[config.mk]
export PLATFORM = sky130hd
export DESIGN_NAME = apb_master_flat
export DESIGN_NICKNAME = d
export VERILOG_FILES = /design/src/rtl/apb_pkg.sv /design/src/rtl/apb_master_if.sv /design/src/rtl/apb_addr_decoder.sv /design/src/rtl/apb_master.sv /design/src/flat_wrapper.sv
export SDC_FILE = /design/constraint.sdc
export NUM_CORES = 1
export LEC_CHECK = 0
export CORE_MARGIN = 10
export CORE_UTILIZATION = 40
export CTS_BUF_LIST = sky130_fd_sc_hd__clkbuf_4
export DETAILED_ROUTE_END_ITERATION = 8
export PLACE_DENSITY = 0.94
export SYNTH_ARGS = -nofsm -noshare
export SYNTH_HDL_FRONTEND = slang
export SYNTH_HIERARCHICAL = 1
export SYNTH_SLANG_ARGS = --single-unit
[constraint.sdc]
create_clock -name clk -period 2.31 [get_ports clk]
set_clock_uncertainty 0.05 [all_clocks]
set_input_delay 0.462 -clock clk [delete_from_list [all_inputs] [get_ports clk]]
set_output_delay 0.462 -clock clk [all_outputs]
set_load 0.05 [all_outputs]
[src/rtl/apb_pkg.sv]
// Shared types and address-map constants for the core-to-APB bridge.
// Also used by the core glue and the bus fabric, so keep the map here only.
package apb_pkg;

    typedef enum logic [1:0] {IDLE, SETUP, ACCESS, MISS} apb_state_e;

    localparam int          DEF_NUM_SLV   = 4;
    localparam logic [31:0] DEF_BASE_ADDR = 32'h1000_0000;
    localparam int          DEF_SLV_AW    = 12;

    // Peripheral address map: one 4 KiB slot per APB slave.
    localparam logic [31:0] UART_BASE  = 32'h1000_0000;
    localparam logic [31:0] TIMER_BASE = 32'h1000_1000;
    localparam logic [31:0] GPIO_BASE  = 32'h1000_2000;
    localparam logic [31:0] SPI_BASE   = 32'h1000_3000;

    function automatic logic [31:0] slot_base(input int unsigned idx);
        return DEF_BASE_ADDR + (32'(idx) << DEF_SLV_AW);
    endfunction

endpackage

[src/rtl/apb_master_if.sv]
// APB (AMBA3) bus bundle between the bridge and the peripheral fabric.
// PRDATA/PREADY are per-slot; the fabric does not mux them.
interface apb_master_if #(
    parameter int NUM_SLV = 4
);
    logic [31:0]              PADDR;
    logic [31:0]              PWDATA;
    logic                     PWRITE;
    logic                     PENABLE;
    logic [NUM_SLV-1:0]       PSEL;
    logic [NUM_SLV-1:0][31:0] PRDATA;
    logic [NUM_SLV-1:0]       PREADY;

    modport master (
        output PADDR, PWDATA, PWRITE, PENABLE, PSEL,
        input  PRDATA, PREADY
    );

    modport slave (
        input  PADDR, PWDATA, PWRITE, PENABLE, PSEL,
        output PRDATA, PREADY
    );
endinterface

[src/rtl/apb_addr_decoder.sv]
// Combinational peripheral-window decoder: one-hot slot select plus hit flag.
// Shared with the AXI4-Lite bridge; needs NUM_SLV >= 2.
module apb_addr_decoder
    import apb_pkg::*;
#(
    parameter int          NUM_SLV   = DEF_NUM_SLV,
    parameter logic [31:0] BASE_ADDR = DEF_BASE_ADDR,
    parameter int          SLV_AW    = DEF_SLV_AW
) (
    input  logic [31:0]        addr,
    output logic [NUM_SLV-1:0] sel,
    output logic               hit
);
    localparam int IDX_W   = $clog2(NUM_SLV);
    localparam int TOP_LSB = SLV_AW + IDX_W;

    logic [IDX_W-1:0] idx;
    logic             in_window;
    logic             unused_offset;

    assign unused_offset = ^addr[SLV_AW-1:0];

    // The index range check only matters when NUM_SLV is not a power of two.
    always_comb begin
        idx       = addr[TOP_LSB-1:SLV_AW];
        in_window = (addr[31:TOP_LSB] == BASE_ADDR[31:TOP_LSB]);
        hit       = in_window && (int'(idx) < NUM_SLV);
        sel       = '0;
        if (hit) sel[idx] = 1'b1;
    end
endmodule

[src/rtl/apb_master.sv]
// Core data-bus to APB bridge: latches one request, runs SETUP/ACCESS on the
// decoded slot (or a one-cycle MISS), and returns rdata with a ready pulse.
module apb_master
    import apb_pkg::*;
#(
    parameter int          NUM_SLV   = DEF_NUM_SLV,
    parameter logic [31:0] BASE_ADDR = DEF_BASE_ADDR,
    parameter int          SLV_AW    = DEF_SLV_AW
) (
    input  logic          clk,
    input  logic          rst,
    // Handshake: transfer is sampled only in IDLE; every accepted transfer
    // gets exactly one ready pulse, and the requester holds off until then.
    input  logic          transfer,
    input  logic          write,
    input  logic [31:0]   addr,
    input  logic [31:0]   wdata,
    output logic [31:0]   rdata,
    output logic          ready,
    output logic          err,
    apb_master_if.master  apb,
    output apb_state_e    state_dbg
);
    apb_state_e         state_q, state_d;
    logic [NUM_SLV-1:0] dec_sel, psel_q;
    logic               dec_hit;
    logic [31:0]        paddr_q, pwdata_q, rdata_q;
    logic               pwrite_q, ready_q, err_q;
    logic [31:0]        sel_prdata;
    logic               sel_pready;

    apb_addr_decoder #(
        .NUM_SLV  (NUM_SLV),
        .BASE_ADDR(BASE_ADDR),
        .SLV_AW   (SLV_AW)
    ) u_dec (
        .addr(addr),
        .sel (dec_sel),
        .hit (dec_hit)
    );

    // Only the latched slot's PREADY/PRDATA are visible to the FSM.
    always_comb begin
        sel_prdata = '0;
        sel_pready = |(apb.PREADY & psel_q);
        for (int i = 0; i < NUM_SLV; i++) begin
            if (psel_q[i]) sel_prdata |= apb.PRDATA[i];
        end
    end

    always_ff @(posedge clk) begin
        if (rst) state_q <= IDLE;
        else     state_q <= state_d;
    end

    always_comb begin
        state_d = state_q;
        case (state_q)
            IDLE:    if (transfer) state_d = dec_hit ? SETUP : MISS;
            SETUP:   state_d = ACCESS;
            ACCESS:  if (sel_pready) state_d = IDLE;
            MISS:    state_d = IDLE;
            default: state_d = IDLE;
        endcase
    end

    always_comb begin
        apb.PSEL    = '0;
        apb.PENABLE = 1'b0;
        case (state_q)
            SETUP:   apb.PSEL = psel_q;
            ACCESS: begin
                apb.PSEL    = psel_q;
                apb.PENABLE = 1'b1;
            end
            default: ;
        endcase
        apb.PADDR  = paddr_q;
        apb.PWDATA = pwdata_q;
        apb.PWRITE = pwrite_q;
    end

    // Request latch and completion registers.
    always_ff @(posedge clk) begin
        if (rst) begin
            paddr_q  <= '0;
            pwdata_q <= '0;
            pwrite_q <= 1'b0;
            psel_q   <= '0;
            rdata_q  <= '0;
            ready_q  <= 1'b0;
            err_q    <= 1'b0;
        end else begin
            ready_q <= 1'b0;
            err_q   <= 1'b0;
            case (state_q)
                IDLE: begin
                    if (transfer) begin
                        paddr_q  <= addr;
                        pwdata_q <= wdata;
                        pwrite_q <= write;
                        psel_q   <= dec_sel;
                    end
                end
                ACCESS: begin
                    if (sel_pready) begin
                        ready_q <= 1'b1;
                        if (!pwrite_q) rdata_q <= sel_prdata;
                    end
                end
                MISS: begin
                    ready_q <= 1'b1;
                    err_q   <= 1'b1;
                    if (!pwrite_q) rdata_q <= '0;
                end
                default: ;
            endcase
        end
    end

    assign rdata     = rdata_q;
    assign ready     = ready_q;
    assign err       = err_q;
    assign state_dbg = state_q;
endmodule
[src/flat_wrapper.sv]
// flat-port wrapper written by rule: the top's interface ports become plain ports
module apb_master_flat import apb_pkg::*;
#(
    parameter int          NUM_SLV   = DEF_NUM_SLV,
    parameter logic [31:0] BASE_ADDR = DEF_BASE_ADDR,
    parameter int          SLV_AW    = DEF_SLV_AW
)
  (clk, rst, transfer, write, addr, wdata, rdata, ready, err, state_dbg, apb_PADDR, apb_PWDATA, apb_PWRITE, apb_PENABLE, apb_PSEL, apb_PRDATA, apb_PREADY);
  apb_master_if #(.NUM_SLV(NUM_SLV)) apb_i ();
  input  logic clk;
  input  logic rst;
  input  logic transfer;
  input  logic write;
  input  logic [31:0] addr;
  input  logic [31:0] wdata;
  output logic [31:0] rdata;
  output logic ready;
  output logic err;
  output apb_state_e state_dbg;
  output wire logic [$bits(apb_i.PADDR)-1:0] apb_PADDR;
  output wire logic [$bits(apb_i.PWDATA)-1:0] apb_PWDATA;
  output wire logic [$bits(apb_i.PWRITE)-1:0] apb_PWRITE;
  output wire logic [$bits(apb_i.PENABLE)-1:0] apb_PENABLE;
  output wire logic [$bits(apb_i.PSEL)-1:0] apb_PSEL;
  input wire logic [$bits(apb_i.PRDATA)-1:0] apb_PRDATA;
  input wire logic [$bits(apb_i.PREADY)-1:0] apb_PREADY;
  assign apb_PADDR = apb_i.PADDR;
  assign apb_PWDATA = apb_i.PWDATA;
  assign apb_PWRITE = apb_i.PWRITE;
  assign apb_PENABLE = apb_i.PENABLE;
  assign apb_PSEL = apb_i.PSEL;
  assign apb_i.PRDATA = apb_PRDATA;
  assign apb_i.PREADY = apb_PREADY;
  apb_master #(.NUM_SLV(NUM_SLV), .BASE_ADDR(BASE_ADDR), .SLV_AW(SLV_AW)) u_core (.clk(clk), .rst(rst), .transfer(transfer), .write(write), .addr(addr), .wdata(wdata), .rdata(rdata), .ready(ready), .err(err), .apb(apb_i), .state_dbg(state_dbg));
endmodule
==> results of run 1 <==
layer usage:
metal,track usage (%),up-vias,wire length (µm)
li1,-,2507,-
met1,23.1,2424,6860
met2,38.1,248,9500
met3,10.3,39,2640
met4,9.70,0,803
met5,0,-,0
path summary, 6_finish.rpt:
check | start | to | slack (ns) | depth (start not counted)
setup / recovery | u_core/apb.PADDR[0] | apb_PADDR[0] | 0.13 | 1
hold / removal | rst | u_core/rdata[18] | 0.31 | 3
setup reg to reg | u_core/state_dbg[0] | u_core/rdata[22] | 0.54 | 6
hold reg to reg | u_core/apb.PADDR[18] | u_core/apb.PADDR[18] | 0.41 | 2
cell type report:
class,count,share of cell area [%]
clock inverters,7,0.635
repair buffers,320,39.9
well taps,143,2.22
flip-flops and latches,105,26.0
multi-input cells,407,30.2
inverters,4,0.186
clock buffers,9,0.837
metrics by stage:
step	hold WS (ns)	worst slack, ns	power, µW	area, µm²	instances
finish	0.309	0.135	5720	8070	995
global route	0.298	0.00294	6020	8070	995
CTS	0.274	0.0780	5780	8070	995
detailed placement	0.396	0.138	4930	7950	979
global placement	0.391	0.193	4890	7950	979
floorplan	0.548	0.0316	3890	4780	566
report_power, final:
group / leakage, µW / internal [µW] / switching [µW]
registers: 0.000855 / 2020 / 111
logic: 0.00215 / 1070 / 1670
clock network: 0.0000647 / 231 / 620
total: 0.00307 / 3320 / 2400
sequential cells by signal, indices dropped and copies added (netlist names):
name / cells
u_core/err: 1
u_core/apb.PWRITE: 1
u_core/rdata: 32
u_core/ready: 1
u_core/apb.PADDR: 32
u_core/psel_q: 4
u_core/apb.PWDATA: 32
u_core/state_dbg: 2
kinds of logic after synthesis:
logic type | synth area share, %
flops | 44.0
buf+inv | 5.21
compound gates | 23.7
simple gates | 18.7
fa+ha+maj | 1.31
mux | 7.12
synthesized netlist by cell type, drive strengths merged, types with 2 or more instances:
master	n	share of area (%)
a21oi	69	7.2
a22o	64	12
a22oi	2	0.42
and2	5	0.65
buf	15	2.1
clkbuf	35	2.7
dfxtp	105	44
ha	5	1.3
inv	4	0.31
mux2i	34	7.1
nand2	141	11
nand2b	35	4.6
nor2	5	0.39
nor4	5	0.79
nor4b	2	0.81
o21ai	32	3.3
cell usage in the layout, fill, tap and decap left out, drive strengths merged, types with 2 or more instances in the layout:
cell           count
nand2b            35
nor4b              2
nor2               5
clkbuf             9
buf               23
a22o              64
ha                 5
mux2i             34
dfxtp            105
nor4               5
o21ai             32
nand2            141
a21oi             69
inv                7
clkinv             3
and2               5
clkdlybuf4s50    297
a22oi              2
timing repair:
action,in CTS,in global routing
gates resized for setup,0,1
setup endpoints to repair,0,4
hold endpoints to repair,0,0
==> results.json, run 1 <==
{
  "syn-cell-area_mm2": 0.00478,
  "cts_buffers": 9,
  "num_vias": 5218,
  "design.portCount": 306,
  "htree_num_levels": 3,
  "n_fill_cell": 877,
  "crit_type": "reg2out",
  "worst_pin_slew_ns": 0.587,
  "critical-path-slowest-cell": "sky130_fd_sc_hd__clkdlybuf4s50_1",
  "drt_first_iter_violations": 234,
  "grt_start_max_net_pins": 58,
  "cts_hold_buffers": 0,
  "post-route-min-period_ns": 2.18,
  "critPathMaxStageDelay_ns": 0.83,
  "routed_wire_length_per_instance_um": 19.9,
  "setup_tns_ns": 0,
  "number_of_max_capacitance_violations_reported": 0,
  "layout_worst_path_cycle_share_pct": 94.2,
  "irDropWorstVdd_v": 0.000480,
  "cts.clk_slew.worst_paths_ns": 0.16,
  "numClockSinks": 105,
  "grt_pass1_vias": 5386,
  "drt_pass1_iterations": 5,
  "vias_per_cell": 5.24,
  "synth_async_sr_flop_share_pct": 0,
  "die-height_um": 129,
  "tritoncts": "done",
  "max_slew_vio_count": 0,
  "cp_top_family": "buffers and inverters",
  "total_leakage_power_uw": 0.00307,
  "globalRouteOverflowTotal": 0,
  "slew-limit-headroom_pct": 60.8,
  "multiInputGateArea_mm2": 0.00244,
  "path_buf_inv": 1,
  "timing.critical_path.required_ns": 1.80,
  "gp_routability_congestion": 0.819,
  "wire_length_of_the_first_global_routing_pass_um": 29600,
  "unique_masters_post_synth": 30,
  "post_route_cells_drive_above_1_share_pct": 5.75,
  "areaGrowthSynthToFinish_pct": 68.9,
  "antenna_violations_before_repair": 0,
  "postSynthCellCount": 566,
  "setup_viol": 0,
  "min-delay-path-class": "in2reg",
  "core_mm2": 0.0116,
  "post-cts-setup-buffers": 0,
  "final_core_area_utilization_pct": 69.8,
  "layout.nets": 1052,
  "design.die.area_mm2": 0.0167,
  "drt_wl_total_um": 19800,
  "layout.area.seq_mm2": 0.00210,
  "antennaDiodeCount": 0,
  "crit_arrival_ns": 1.66,
  "drt_drc_violations_left": 0,
  "timing.critical_path.to_type": "output pin",
  "synth-warning-count": 6,
  "timing.fmax_ghz": 0.460,
  "power-per-cell-area_mw_per_mm2": 709,
  "status": "finished, final reports clean",
  "chipWidth_um": 129,
  "synth_nets": 771,
  "fp-row-count": 39,
  "ant_nets": 0,
  "final-hold-violation-count": 0,
  "ctsLongestPathBuffers": 2,
  "crit_chain": "clkdlybuf4s50_1",
  "unrepaired_setup_endpoints_after_global_routing": "no",
  "critical_path.startpoint_type": "flip-flop",
  "detailedPlacementHpwl_um": 15800,
  "syn_avg_cell_area_um2": 8.45,
  "register_bit_total_from_synthesis": 105,
  "global_route.usage.total_pct": 22.3,
  "initial_utilization_pct": 41.3,
  "worst_skew_pair.late_latency_ns": 0.43,
  "buffer_ports.inserted": 305,
  "synth_seq_area_share_pct": 44.0,
  "synth_top_flop_cell": "sky130_fd_sc_hd__dfxtp_1",
  "critPathMaxFanout": 2,
  "root_buffer_selected_by_cts": "sky130_fd_sc_hd__clkbuf_4",
  "synth_edf_count": 0
}
No activity file was read; power rests on OpenSTA's default activity.
==> run 2: changes to the inputs <==
- PLACE_DENSITY: 0.94 -> 0.95
- SYNTH_HIERARCHICAL: 1 -> default
==> results.json, run 2 <==
{
  "worst_skew_pair.late_latency_ns": 0.44,
  "setup_viol": 0,
  "root_buffer_selected_by_cts": "sky130_fd_sc_hd__clkbuf_4",
  "critical-path-slowest-cell": "sky130_fd_sc_hd__clkdlybuf4s50_1",
  "synth_nets": 767,
  "postPlaceCellArea_mm2": 0.00771,
  "total_leakage_power_uw": 0.00275,
  "cts_hold_buffers": 0,
  "synth_seq_area_share_pct": 46.4,
  "antenna_violations_before_repair": 1,
  "grt_start_max_net_pins": 68,
  "critPathMaxStageDelay_ns": 0.86,
  "register_bit_total_from_synthesis": 105,
  "timing.critical_path.to_type": "output pin",
  "irDropWorstVdd_v": 0.000551,
  "syn_avg_cell_area_um2": 8.06,
  "post_synth_main_area_contributors": "sky130_fd_sc_hd__dfxtp_1 46%, sky130_fd_sc_hd__nand2_1 14%, sky130_fd_sc_hd__a21oi_1 11%",
  "cts_buffers": 9,
  "status": "finished, final reports clean",
  "final-hold-violation-count": 0,
  "worst_pin_slew_ns": 0.560,
  "synth.most_common_cell": "sky130_fd_sc_hd__nand2_1",
  "synth_async_sr_flop_share_pct": 0,
  "ctsLongestPathBuffers": 2,
  "buffer_ports.inserted": 305,
  "die-height_um": 126,
  "yosys.area.top_type_share_pct": 46.4,
  "number_of_max_capacitance_violations_reported": 0,
  "synth_commonest_cells": "169 x sky130_fd_sc_hd__nand2_1, 105 x sky130_fd_sc_hd__dfxtp_1, 99 x sky130_fd_sc_hd__a21oi_1",
  "dp_slack_ns": -0.0000202,
  "crit_arrival_ns": 1.72,
  "drt_wl_total_um": 19100,
  "design.portCount": 306,
  "area_share_of_xor_xnor_cells_in_the_synthesized_design_pct": 0,
  "num_vias": 5144,
  "critPathMaxFanout": 2,
  "crit_type": "reg2out",
  "areaGrowthSynthToFinish_pct": 73.5,
  "drt_drc_violations_left": 0,
  "muxShareOfSynthArea_pct": 0.221,
  "worst_slack_ns": 0.0785,
  "synthSimpleGateAreaFrac_pct": 21.2,
  "power-per-cell-area_mw_per_mm2": 737,
  "drt_first_iter_violations": 404,
  "detailedPlacementHpwl_um": 15100,
  "fp-row-count": 38,
  "layout.cells.most_common": "sky130_fd_sc_hd__clkdlybuf4s50_1",
  "ant_nets": 0,
  "cp_top_family": "buffers and inverters",
  "synth_edf_count": 0,
  "unique_masters_post_synth": 30,
  "cts_resized": 3,
  "design.die.area_mm2": 0.0160,
  "synth-adder-area-share_pct": 1.38,
  "final_cell_area_mm2": 0.00786,
  "numClockSinks": 105,
  "cts.clk_slew.worst_paths_ns": 0.17,
  "layout.nets": 1044,
  "timing.fmax_ghz": 0.448,
  "tritoncts": "done",
  "routed_wire_length_per_instance_um": 19.4,
  "global_route.usage.total_pct": 22.2,
  "slew-limit-headroom_pct": 62.5,
  "min-delay-path-class": "in2reg",
  "gp_routability_congestion": 0.834,
  "core_mm2": 0.0110,
  "critical_path.startpoint_type": "flip-flop",
  "synth_top_flop_cell": "sky130_fd_sc_hd__dfxtp_1",
  "dominant_combinational_cell_family_by_area_after_synthesis": "compound AO/OA/AOI/OAI gates",
  "htree_num_levels": 3,
  "wire_length_of_the_first_global_routing_pass_um": 28600,
  "initial_utilization_pct": 41.3,
  "path_buf_inv": 1,
  "postSynthCellCount": 562,
  "crit_chain": "clkdlybuf4s50_1",
  "synth_area_leader_cell": "sky130_fd_sc_hd__dfxtp_1",
  "vias_per_cell": 5.22,
  "post-cts-setup-buffers": 0,
  "chipWidth_um": 126,
  "most-common-layout-cells": "297 x sky130_fd_sc_hd__clkdlybuf4s50_1, 168 x sky130_fd_sc_hd__nand2_1, 103 x sky130_fd_sc_hd__dfxtp_1",
  "globalRouteOverflowTotal": 0,
  "grt_pass1_vias": 5178,
  "timing.critical_path.required_ns": 1.80,
  "synth-warning-count": 0,
  "unrepaired_setup_endpoints_after_global_routing": "no",
  "post_route_cells_drive_above_1_share_pct": 5.21,
  "layout_worst_path_cycle_share_pct": 96.6,
  "syn-cell-area_mm2": 0.00453,
  "drt_pass1_iterations": 5,
  "max_slew_vio_count": 0,
  "post-route-min-period_ns": 2.23,
  "share_of_the_synthesized_area_in_compound_gates_ao_oa_aoi_oai_pct": 25.4,
  "final_core_area_utilization_pct": 71.6
}
run 2: cell types whose count changed after synthesis, moves of 2 or more:
cell                       previous run  this run
sky130_fd_sc_hd__nand2b_1            35         1
sky130_fd_sc_hd__mux2i_1             34         1
sky130_fd_sc_hd__a221oi_1             0        32
sky130_fd_sc_hd__a22o_1              64        32
sky130_fd_sc_hd__or3_1                0        32
sky130_fd_sc_hd__o21ai_0             32         1
sky130_fd_sc_hd__a21oi_1             69        99
sky130_fd_sc_hd__nand2_1            141       169
sky130_fd_sc_hd__clkbuf_1            35        39
sky130_fd_sc_hd__o31ai_1              0         4
sky130_fd_sc_hd__nor2_1               5         7
run 2: layout make-up:
type	instances	area, µm²
clock inverter	7	76.3
multi-input combinational	402	2200
sequential	105	2110
fill	845	3120
timing repair buffer	318	3220
antenna	1	2.50
clock buffer	9	67.6
inverter	3	11.3
tap	140	175
run 2: where the power goes:
part / internal, µW / switching (µW)
Combinational: 974 / 1700
Clock: 341 / 622
Sequential: 2030 / 122
Total: 3350 / 2450
run 2: path summary, 6_finish.rpt:
path	depth (start not counted)	from	slack [ns]	endpoint
max	1	u_core.rdata[11]	0.08	rdata[11]
min	2	rst	0.38	u_core.state_dbg[0]
max reg2reg	7	u_core.state_dbg[0]	0.30	u_core.rdata[29]
min reg2reg	2	u_core.apb.PADDR[3]	0.41	u_core.apb.PADDR[3]
run 2: kinds of logic (layout without fill, tap and decap cells):
logic type | count (synthesis) | in the layout
compound gates | 173 | 173
fa+ha+maj | 5 | 5
buf+inv | 55 | 337
flops | 105 | 105
mux | 1 | 1
other cells | 0 | 1
simple gates | 223 | 223
run 2: metal layers:
metal	track usage [%]	share of wire [%]
met1	23.1	35
met2	40.2	53
met3	7.41	8.4
met4	8.37	3.0
met5	0	0
run 2: stage by stage:
stage                  TNS, ns  hold slack, ns  power [µW]  cells
floorplan                    0           0.514        3850    562
global placement             0           0.390        4820    968
detailed placement  -0.0000202           0.395        4870    968
CTS                          0           0.344        5820    984
global route                 0           0.352        6100    985
finish                       0           0.377        5790    985
==> run 3: changes to the inputs <==
- ABC_AREA: default -> 1
- PLACE_DENSITY: 0.95 -> 0.94
==> results.json, run 3 <==
{
  "status": "finished, final reports clean",
  "critical_path.startpoint_type": "flip-flop",
  "layout.nets": 1237,
  "dp_slack_ns": 0.333,
  "drt_drc_violations_left": 0,
  "cts_buffers": 9,
  "path_buf_inv": 1,
  "path_depth_of_the_worst_reg2reg_path": 8,
  "synth_async_sr_flop_share_pct": 0,
  "synth_top_flop_cell": "sky130_fd_sc_hd__dfxtp_1",
  "design.die.area_mm2": 0.0168,
  "cp.depth": 1,
  "synth_nets": 955,
  "synth_seq_area_share_pct": 43.8,
  "antenna_violations_before_repair": 0,
  "setup_tns_ns": 0,
  "areaGrowthSynthToFinish_pct": 69.4,
  "cts_hold_buffers": 0,
  "unique_masters_post_synth": 17,
  "drt_wl_total_um": 20000,
  "synth_area_leader_cell": "sky130_fd_sc_hd__dfxtp_1",
  "drt_first_iter_violations": 385,
  "timing.rr.start": "u_core.state_dbg[0]",
  "unrepaired_setup_endpoints_after_global_routing": "no",
  "global_route.usage.total_pct": 22.4,
  "ant_nets": 0,
  "irDropWorstVdd_v": 0.000760,
  "antennaDiodeCount": 0,
  "timing.critical_path.to_type": "output pin",
  "worst_pin_slew_ns": 0.582,
  "hold-path-cell-count": 2,
  "htree_num_levels": 3,
  "synthSimpleGateAreaFrac_pct": 40.5,
  "initial_utilization_pct": 41.5,
  "gp_routability_congestion": 0.885,
  "worst_slack_ns": 0.0815,
  "muxShareOfSynthArea_pct": 0,
  "cts.clk_slew.worst_paths_ns": 0.15,
  "routed_wire_length_per_instance_um": 17.0,
  "design.portCount": 306,
  "detailedPlacementHpwl_um": 16100,
  "syn_avg_cell_area_um2": 6.39,
  "slew-limit-headroom_pct": 61.1,
  "fp-row-count": 39,
  "synth.most_common_cell": "sky130_fd_sc_hd__nand2_1",
  "synth-warning-count": 0,
  "crit_arrival_ns": 1.72,
  "core_mm2": 0.0116,
  "wire_length_of_the_first_global_routing_pass_um": 29700,
  "area_share_of_xor_xnor_cells_in_the_synthesized_design_pct": 0,
  "critical-path-slowest-cell": "sky130_fd_sc_hd__clkdlybuf4s50_1",
  "rr_endpoint": "u_core.rdata[26]",
  "cp_top_family": "buffers and inverters",
  "chipWidth_um": 129,
  "ctsLongestPathBuffers": 2,
  "timing.fmax_ghz": 0.449,
  "layout_worst_path_cycle_share_pct": 96.5,
  "grt_start_max_net_pins": 99,
  "report.power.total_uw": 9190,
  "synth_commonest_cells": "250 x sky130_fd_sc_hd__nand2_1, 200 x sky130_fd_sc_hd__nor2_1, 105 x sky130_fd_sc_hd__dfxtp_1",
  "post-cts-setup-buffers": 0,
  "power-per-cell-area_mw_per_mm2": 1130,
  "holdPathEnd": "u_core.apb.PADDR[12]",
  "post_synth_main_area_contributors": "sky130_fd_sc_hd__dfxtp_1 44%, sky130_fd_sc_hd__nand2_1 20%, sky130_fd_sc_hd__nor2_1 16%",
  "share_of_the_synthesized_area_in_compound_gates_ao_oa_aoi_oai_pct": 8.53,
  "layout.cells.most_common": "sky130_fd_sc_hd__clkdlybuf4s50_1",
  "timing.critical_path.required_ns": 1.80,
  "number_of_max_capacitance_violations_reported": 0,
  "grt_pass1_vias": 5620,
  "buffer_ports.inserted": 305,
  "critPathMaxFanout": 4,
  "most-common-layout-cells": "299 x sky130_fd_sc_hd__clkdlybuf4s50_1, 249 x sky130_fd_sc_hd__nand2_1, 200 x sky130_fd_sc_hd__nor2_1",
  "globalRouteOverflowTotal": 0,
  "critPathMaxStageDelay_ns": 0.88,
  "post_route_cells_drive_above_1_share_pct": 3.86,
  "root_buffer_selected_by_cts": "sky130_fd_sc_hd__clkbuf_4",
  "vias_per_cell": 4.95,
  "min-delay-path-class": "reg2reg",
  "yosys.area.top_type_share_pct": 43.8,
  "synth_edf_count": 0,
  "crit_type": "reg2out",
  "post-route-min-period_ns": 2.23,
  "die-height_um": 129,
  "setup_viol": 0,
  "tritoncts": "done",
  "drt_pass1_iterations": 6,
  "num_vias": 5827,
  "worst_skew_pair.late_latency_ns": 0.44,
  "worstHoldStart": "u_core.apb.PADDR[12]",
  "final-hold-violation-count": 0,
  "numClockSinks": 105,
  "register_bit_total_from_synthesis": 105,
  "dominant_combinational_cell_family_by_area_after_synthesis": "simple AND/OR/NAND/NOR gates",
  "total_leakage_power_uw": 0.00326,
  "max_slew_vio_count": 0,
  "syn-cell-area_mm2": 0.00479,
  "synth-adder-area-share_pct": 1.30,
  "postSynthCellCount": 750,
  "crit_chain": "clkdlybuf4s50_1",
  "rrSetupSlack_ns": 0.60
}
==> run 3: routing by layer <==
metal	track usage [%]	part of all wire (%)
met2	39.7	50
met5	0	0
met3	8.85	11
met4	9.85	3.2
met1	22.9	36
==> run 3: repair_timing <==
item,in CTS,in global routing
gates resized for setup,1,1
cloned,0,0
setup endpoints to repair,1,4
==> run 3: worst max-delay path by stage <==
stage / from / end / slack [ns]
floorplan: u_core.state_dbg[1] / u_core.rdata[15] / 0.04
global placement: apb_PREADY[2] / u_core.rdata[17] / 0.40
detailed placement: apb_PREADY[2] / u_core.rdata[26] / 0.33
CTS: u_core.state_dbg[1] / state_dbg[1] / 0.04
global route: u_core.state_dbg[1] / apb_PSEL[3] / 0.003
finish: u_core.state_dbg[1] / state_dbg[1] / 0.08
==> run 3: through the flow <==
step           hold slack, ns  util (%)  cell area (µm²)  std cells
2_1_floorplan           0.539         -             4790        750
3_3_place_gp            0.404      69.2             8010       1164
3_5_place_dp            0.409      69.2             8010       1164
4_1_cts                 0.426      70.2             8120       1178
5_1_grt                 0.457      70.2             8120       1178
6_report                0.425      70.2             8120       1178
==> run 3: cells by family after synthesis <==
group | count (synthesis)
compound gates | 79
flops | 105
simple gates | 491
buf+inv | 70
fa+ha+maj | 5
==> run 3: layout make-up <==
type / count / area (µm²)
multi-input combinational: 575 / 2410
fill: 918 / 3440
clock buffer: 9 / 67.6
sequential: 105 / 2100
timing repair buffer: 321 / 3230
inverter: 20 / 75.1
tap: 143 / 179
clock inverter: 5 / 48.8
==> run 3: report_power, final <==
group | leakage, µW | internal (µW) | switching (µW)
combinational | 0.00233 | 1890 | 3720
sequential | 0.000865 | 2390 | 303
clock | 0.0000688 | 311 | 568
